===== src/rtl/fir_ctrl_pkg.sv =====
// rtl/fir_ctrl_pkg.sv - state encoding and counter sizing for the fir frame controller
package fir_ctrl_pkg;

  typedef enum logic [2:0] {
    ST_IDLE  = 3'd0,
    ST_RUN   = 3'd1,
    ST_FLUSH = 3'd2,
    ST_DRAIN = 3'd3,
    ST_DONE  = 3'd4
  } state_e;

  // Width that holds 0..n inclusive, so a counter reaching n never wraps.
  function automatic int cnt_width(input int n);
    return (n < 1) ? 1 : $clog2(n + 1);
  endfunction

endpackage


===== src/rtl/fir_tag_pipe.sv =====
// rtl/fir_tag_pipe.sv - {valid,last} delay line that tracks slots through the fir latency
module fir_tag_pipe #(
  parameter int DEPTH = 2
) (
  input  logic clk_i,
  input  logic rst_i,
  input  logic clr_i,
  input  logic valid_i,
  input  logic last_i,
  output logic valid_o,
  output logic last_o,
  output logic busy_o
);

  logic [DEPTH-1:0] valid_q;
  logic [DEPTH-1:0] last_q;

  always_ff @(posedge clk_i or posedge rst_i) begin
    if (rst_i) begin
      valid_q <= '0;
      last_q  <= '0;
    end else if (clr_i) begin
      valid_q <= '0;
      last_q  <= '0;
    end else begin
      valid_q[0] <= valid_i;
      last_q[0]  <= valid_i & last_i;
      for (int i = 1; i < DEPTH; i++) begin
        valid_q[i] <= valid_q[i-1];
        last_q[i]  <= last_q[i-1];
      end
    end
  end

  assign valid_o = valid_q[DEPTH-1];
  assign last_o  = last_q[DEPTH-1];
  assign busy_o  = |valid_q;

endmodule


===== src/rtl/fir_frame_ctrl.sv =====
// rtl/fir_frame_ctrl.sv - frame sequencer around the fir datapath: slot issue, zero flush, output tagging
module fir_frame_ctrl
  import fir_ctrl_pkg::*;
#(
  parameter int WIDTH     = 16,
  parameter int OUT_W     = WIDTH + 3,
  parameter int FRAME_LEN = 1000,
  parameter int FLUSH_LEN = 5,
  parameter int LATENCY   = 2
) (
  input  logic             CLK,
  input  logic             rst,
  input  logic             start,
  input  logic             abort,
  input  logic             s_valid,
  input  logic [WIDTH-1:0] s_data,
  output logic             s_ready,
  output logic             fir_rst_n,
  output logic [WIDTH-1:0] fir_in,
  input  logic [OUT_W-1:0] fir_out,
  output logic             m_valid,
  output logic [OUT_W-1:0] m_data,
  output logic             m_last,
  output logic             busy,
  output logic             done,
  output logic             underrun
);

  localparam int TOTAL = FRAME_LEN + FLUSH_LEN;
  localparam int CNT_W = cnt_width(TOTAL);
  localparam logic [CNT_W-1:0] RUN_END   = CNT_W'(FRAME_LEN - 1);
  localparam logic [CNT_W-1:0] LAST_SLOT = CNT_W'(TOTAL - 1);

  state_e             state_q, state_d;
  logic [CNT_W-1:0]   slot_cnt_q, slot_cnt_d;
  logic               fir_rst_n_q;
  logic [WIDTH-1:0]   fir_in_q, fir_in_d;
  logic               tag_valid_q, tag_valid_d;
  logic               tag_last_q, tag_last_d;
  logic               underrun_q, underrun_d;
  logic               m_valid_q, m_last_q;
  logic [OUT_W-1:0]   m_data_q;
  logic               pipe_valid, pipe_last, pipe_busy;
  logic               slot_now, abort_now;

  assign abort_now = abort && (state_q != ST_IDLE);
  assign slot_now  = (state_q == ST_RUN) || (state_q == ST_FLUSH);

  always_comb begin
    state_d     = state_q;
    slot_cnt_d  = slot_cnt_q;
    fir_in_d    = '0;
    tag_valid_d = 1'b0;
    tag_last_d  = 1'b0;
    underrun_d  = underrun_q;
    case (state_q)
      ST_IDLE: begin
        if (start) begin
          state_d    = ST_RUN;
          slot_cnt_d = '0;
          underrun_d = 1'b0;
        end
      end
      ST_RUN: begin
        fir_in_d = s_valid ? s_data : '0;
        if (!s_valid) underrun_d = 1'b1;
        if (slot_cnt_q == RUN_END) state_d = (FLUSH_LEN == 0) ? ST_DRAIN : ST_FLUSH;
      end
      ST_FLUSH: begin
        if (slot_cnt_q == LAST_SLOT) state_d = ST_DRAIN;
      end
      ST_DRAIN: begin
        // Empty means the final slot's tag has left the pipe and reached m_valid.
        if (!tag_valid_q && !pipe_busy) state_d = ST_DONE;
      end
      ST_DONE: state_d = ST_IDLE;
      default: state_d = ST_IDLE;
    endcase
    if (slot_now) begin
      slot_cnt_d  = slot_cnt_q + 1'b1;
      tag_valid_d = 1'b1;
      tag_last_d  = (slot_cnt_q == LAST_SLOT);
    end
    if (abort_now) begin
      state_d     = ST_IDLE;
      fir_in_d    = '0;
      tag_valid_d = 1'b0;
      tag_last_d  = 1'b0;
    end
  end

  always_ff @(posedge CLK or posedge rst) begin
    if (rst) begin
      state_q     <= ST_IDLE;
      slot_cnt_q  <= '0;
      fir_rst_n_q <= 1'b0;
      fir_in_q    <= '0;
      tag_valid_q <= 1'b0;
      tag_last_q  <= 1'b0;
      underrun_q  <= 1'b0;
      m_valid_q   <= 1'b0;
      m_last_q    <= 1'b0;
      m_data_q    <= '0;
    end else begin
      state_q     <= state_d;
      slot_cnt_q  <= slot_cnt_d;
      fir_rst_n_q <= (state_d != ST_IDLE);
      fir_in_q    <= fir_in_d;
      tag_valid_q <= tag_valid_d;
      tag_last_q  <= tag_last_d;
      underrun_q  <= underrun_d;
      if (abort_now) begin
        m_valid_q <= 1'b0;
        m_last_q  <= 1'b0;
      end else begin
        m_valid_q <= pipe_valid;
        m_last_q  <= pipe_last;
        if (pipe_valid) m_data_q <= fir_out;
      end
    end
  end

  // tag_valid_q sits beside fir_in_q; the pipe then mirrors the fir latency.
  fir_tag_pipe #(
    .DEPTH (LATENCY)
  ) u_tag_pipe (
    .clk_i   (CLK),
    .rst_i   (rst),
    .clr_i   (abort_now),
    .valid_i (tag_valid_q),
    .last_i  (tag_last_q),
    .valid_o (pipe_valid),
    .last_o  (pipe_last),
    .busy_o  (pipe_busy)
  );

  assign s_ready   = (state_q == ST_RUN);
  assign fir_rst_n = fir_rst_n_q;
  assign fir_in    = fir_in_q;
  assign m_valid   = m_valid_q;
  assign m_data    = m_data_q;
  assign m_last    = m_last_q;
  assign busy      = (state_q != ST_IDLE);
  assign done      = (state_q == ST_DONE) && !abort;
  assign underrun  = underrun_q;

endmodule


===== config.mk =====
export PLATFORM = sky130hd
export DESIGN_NAME = fir_frame_ctrl
export DESIGN_NICKNAME = d
export VERILOG_FILES = /design/src/rtl/fir_ctrl_pkg.sv /design/src/rtl/fir_tag_pipe.sv /design/src/rtl/fir_frame_ctrl.sv
export SDC_FILE = /design/constraint.sdc
export NUM_CORES = 1
export LEC_CHECK = 0
export CELL_PAD_IN_SITES_DETAIL_PLACEMENT = 1
export CELL_PAD_IN_SITES_GLOBAL_PLACEMENT = 2
export CORE_UTILIZATION = 30
export CTS_CLUSTER_DIAMETER = 30
export DETAILED_ROUTE_END_ITERATION = 10
export HOLD_SLACK_MARGIN = 0.03
export MAX_ROUTING_LAYER = met4
export PLACE_DENSITY = 0.93
export SETUP_SLACK_MARGIN = 0.15
export SYNTH_ARGS = -nofsm -noshare
export SYNTH_HDL_FRONTEND = slang
export SYNTH_SLANG_ARGS = --single-unit

===== constraint.sdc =====
create_clock -name CLK -period 3.4 [get_ports CLK]
set_input_delay 0.34 -clock CLK [delete_from_list [all_inputs] [get_ports CLK]]
set_output_delay 0.34 -clock CLK [all_outputs]
set_load 0.02 [all_outputs]

==> results.yml <==
layout:
  syn_to_final_growth_pct: 47.7
  diodes: 0
  layout-drive-gt1-share_pct: 12.8
  regArea_um2: 1450
  layout.nets: 319
  multi_input_area_um2: 810
  post-route-cell-area_um2: 3420
  final.fill_count: 813
sta:
  fmax_mhz: 435
  setup_viol: 0
  min_period_ns: 2.30
  slew_headroom_pct: 47.1
  worstMarginPinSlew_ns: 0.791
  finalHoldViolCount: 0
  fin_skew_ns: 0.00573
  setup_tns_ns: 0
  maxSlewViolCount: 0
  fin_crit_sh_pct: 67.7
  rsz0062_at_grt: "false"
floorplanning:
  start_util_pct: 31.4
  die-area_um2: 8070
  num_rows: 31
  fp.dieH_um: 89.8
  ios: 82
  core_um2: 7370
  fp.dieW_um: 89.8
logic_synthesis:
  syn-num-nets: 232
  synth_cell_types: 33
  async_flop_share_pct: 100
  ys_ff_latch: 58
  synth_edf_count: 0
  synth_area_um2: 2310
  syn_inst: 190
  ys_warn_count: 0
  synthFlopType: "dfrtp_1"
  seq_area_frac_synth_pct: 62.7
  synth_area_per_cell_um2: 12.2
route:
  drt_wl_total_um: 5500
  drtAntennaViolNets: 0
  drt_iter0_markers: 55
  wl_per_cell_um: 14.5
  viasPerCell: 4.73
  vias: 1797
  route.detailed.drc: 0
  dr.pass1.iters: 4
cts:
  post_cts_buffers: 0
  cts.clk_slew.worst_paths_ns: 0.06
  clock_path_buffers: 2
  cts.sinks: 58
  root_buffer: "clkbuf_8"
  clock_latency_ns: 0.32
  htreeDepth: 3
  cts_tree: "built"
  cts_buffers: 9
  postCtsResizedCells: 0
  cts_hold_buf: 0
global_routing:
  grt_usage_pct: 15.5
  grt_pass1_vias: 1865
  grt_max_degree: 39
  grt-ovfl-total: 0
  grt_pass1_wl_um: 9430
  antenna_found_initial: 0
worst_setup_path:
  crit_type: "reg -> reg"
  cp-start-kind: "register"
  required_ns: 3.60
  endpoint_kind: "register"
  path_max_fanout: 20
  crit_arrival_ns: 2.50
  rrSetupSlack_ns: 1.10
placed_design:
  place.gp.congestion: 0.758
  place_hpwl_um: 4050
  port_buffers: 81
  dpl_cell_area_um2: 3230
power:
  power.leakage_nw: 1.47
  vdd_ir_drop_max_uv: 216
  powerDensity_nw_per_um2: 656
status:
  status: "complete, no violations"
run:
  max-cap-violations: 0
min_path:
  hold_class: "in -> async"
[per-layer routing]
metal	track usage, %	wire, µm
met1	18.9	2390
met3	3.89	262
met5	-	0
met2	24.7	2790
met4	6.28	65
[worst max-delay path, stage by stage, from the launching register on]
cell	delay (ns)
dfrtp_1	0.52
or3_1	0.47
nand2_1	0.21
nand2_1	0.51
mux2_2	0.47
[flip-flops by register name, summed over array words and instances (netlist names)]
| register | flops |
|---|---|
| fir_in | 16 |
| fir_rst_n | 1 |
| m_data | 19 |
| m_last | 1 |
| m_valid | 1 |
| slot_cnt_q | 10 |
| state_q | 3 |
| tag_last_q | 1 |
| tag_valid_q | 1 |
| u_tag_pipe.last_q | 2 |
| u_tag_pipe.valid_q | 2 |
| underrun | 1 |
[stage by stage]
| step | worst slack (ns) | std cells | power [mW] | util [%] | hold WS, ns |
|---|---|---|---|---|---|
| after floorplan | 1.63 | 190 | 1.29 | - | 0.413 |
| after global placement | 1.18 | 365 | 1.63 | 43.9 | 0.432 |
| after detailed placement | 1.07 | 365 | 1.66 | 43.9 | 0.448 |
| after CTS | 1.07 | 380 | 2.28 | 46.4 | 0.338 |
| after global routing | 0.933 | 380 | 2.37 | 46.4 | 0.365 |
| final | 1.10 | 380 | 2.24 | 46.4 | 0.345 |
[path summary, 6_finish.rpt]
kind,startpoint,end,depth (start not counted)
max,state_q[1],m_data[1],4
min,rst,m_data[2],2
max reg2reg,state_q[1],m_data[1],4
min reg2reg,u_tag_pipe.last_q[0],u_tag_pipe.last_q[1],1
max in group asynchronous,rst,tag_valid_q,3
min in group CLK,u_tag_pipe.last_q[0],u_tag_pipe.last_q[1],1
[power breakdown]
| part | switching, mW | total, mW | internal [mW] |
|---|---|---|---|
| registers | 0.0867 | 0.923 | 0.836 |
| logic | 0.335 | 0.717 | 0.382 |
| clock network | 0.249 | 0.601 | 0.352 |
[cells in the final DEF (no fill, tap or decap)]
cell type and instances:
nand3b_1 2, o21ai_0 9, nand4b_1 3, clkdlybuf4s50_1 81, mux2_2 19, inv_1 5
dfrtp_1 58, ha_1 2, nand3_1 5, inv_2 1, nor4_1 1, bufinv_16 1
and2_1 22, or4_1 1, nor3_1 5, o31ai_1 3, nor2_1 5, nand2_1 15
buf_4 2, nand4_1 1, nor2b_1 1, or2_1 1, clkbuf_1 2, clkinv_2 2
a22o_1 1, a21oi_1 5, and3_1 4, nor4b_1 1, xor2_1 2, a22oi_1 1
clkbuf_8 10, a211oi_1 1, xnor2_1 1, or3_1 3, or2_2 1, o211ai_1 2
and4_1 2
[logic make-up (layout without fill, tap and decap cells)]
kind of cell,after synthesis,after routing,synth area share (%)
flops,58,58,62.7
mux,19,19,9.24
compound gates,22,22,5.68
xor+xnor,3,3,1.14
simple gates,73,73,17.8
fa+ha+maj,2,2,1.08
buf+inv,13,104,2.32
[synth_stat cells (3+ instances only)]
| library cell | instances | area, µm² |
|---|---|---|
| a21oi_1 | 5 | 25.0 |
| o21ai_0 | 9 | 45.0 |
| or3_1 | 3 | 18.8 |
| nand2_1 | 15 | 56.3 |
| mux2_2 | 19 | 214 |
| and2_1 | 22 | 138 |
| buf_2 | 3 | 15.0 |
| clkbuf_1 | 3 | 11.3 |
| nor2_1 | 5 | 18.8 |
| nor3_1 | 5 | 25.0 |
| nand4b_1 | 3 | 26.3 |
| nand3_1 | 5 | 25.0 |
| and3_1 | 4 | 25.0 |
| inv_1 | 6 | 22.5 |
| o31ai_1 | 3 | 22.5 |
| dfrtp_1 | 58 | 1450 |
[layout make-up]
class                   count  area share, %
clock buffers              12           4.25
clock inverters             3           1.17
inverters                   6          0.659
multi-input cells         119           23.7
flip-flops and latches     58           42.5
well taps                  99           3.62
repair buffers             83           24.2
Note: power is estimated with default switching activity, not from simulation.
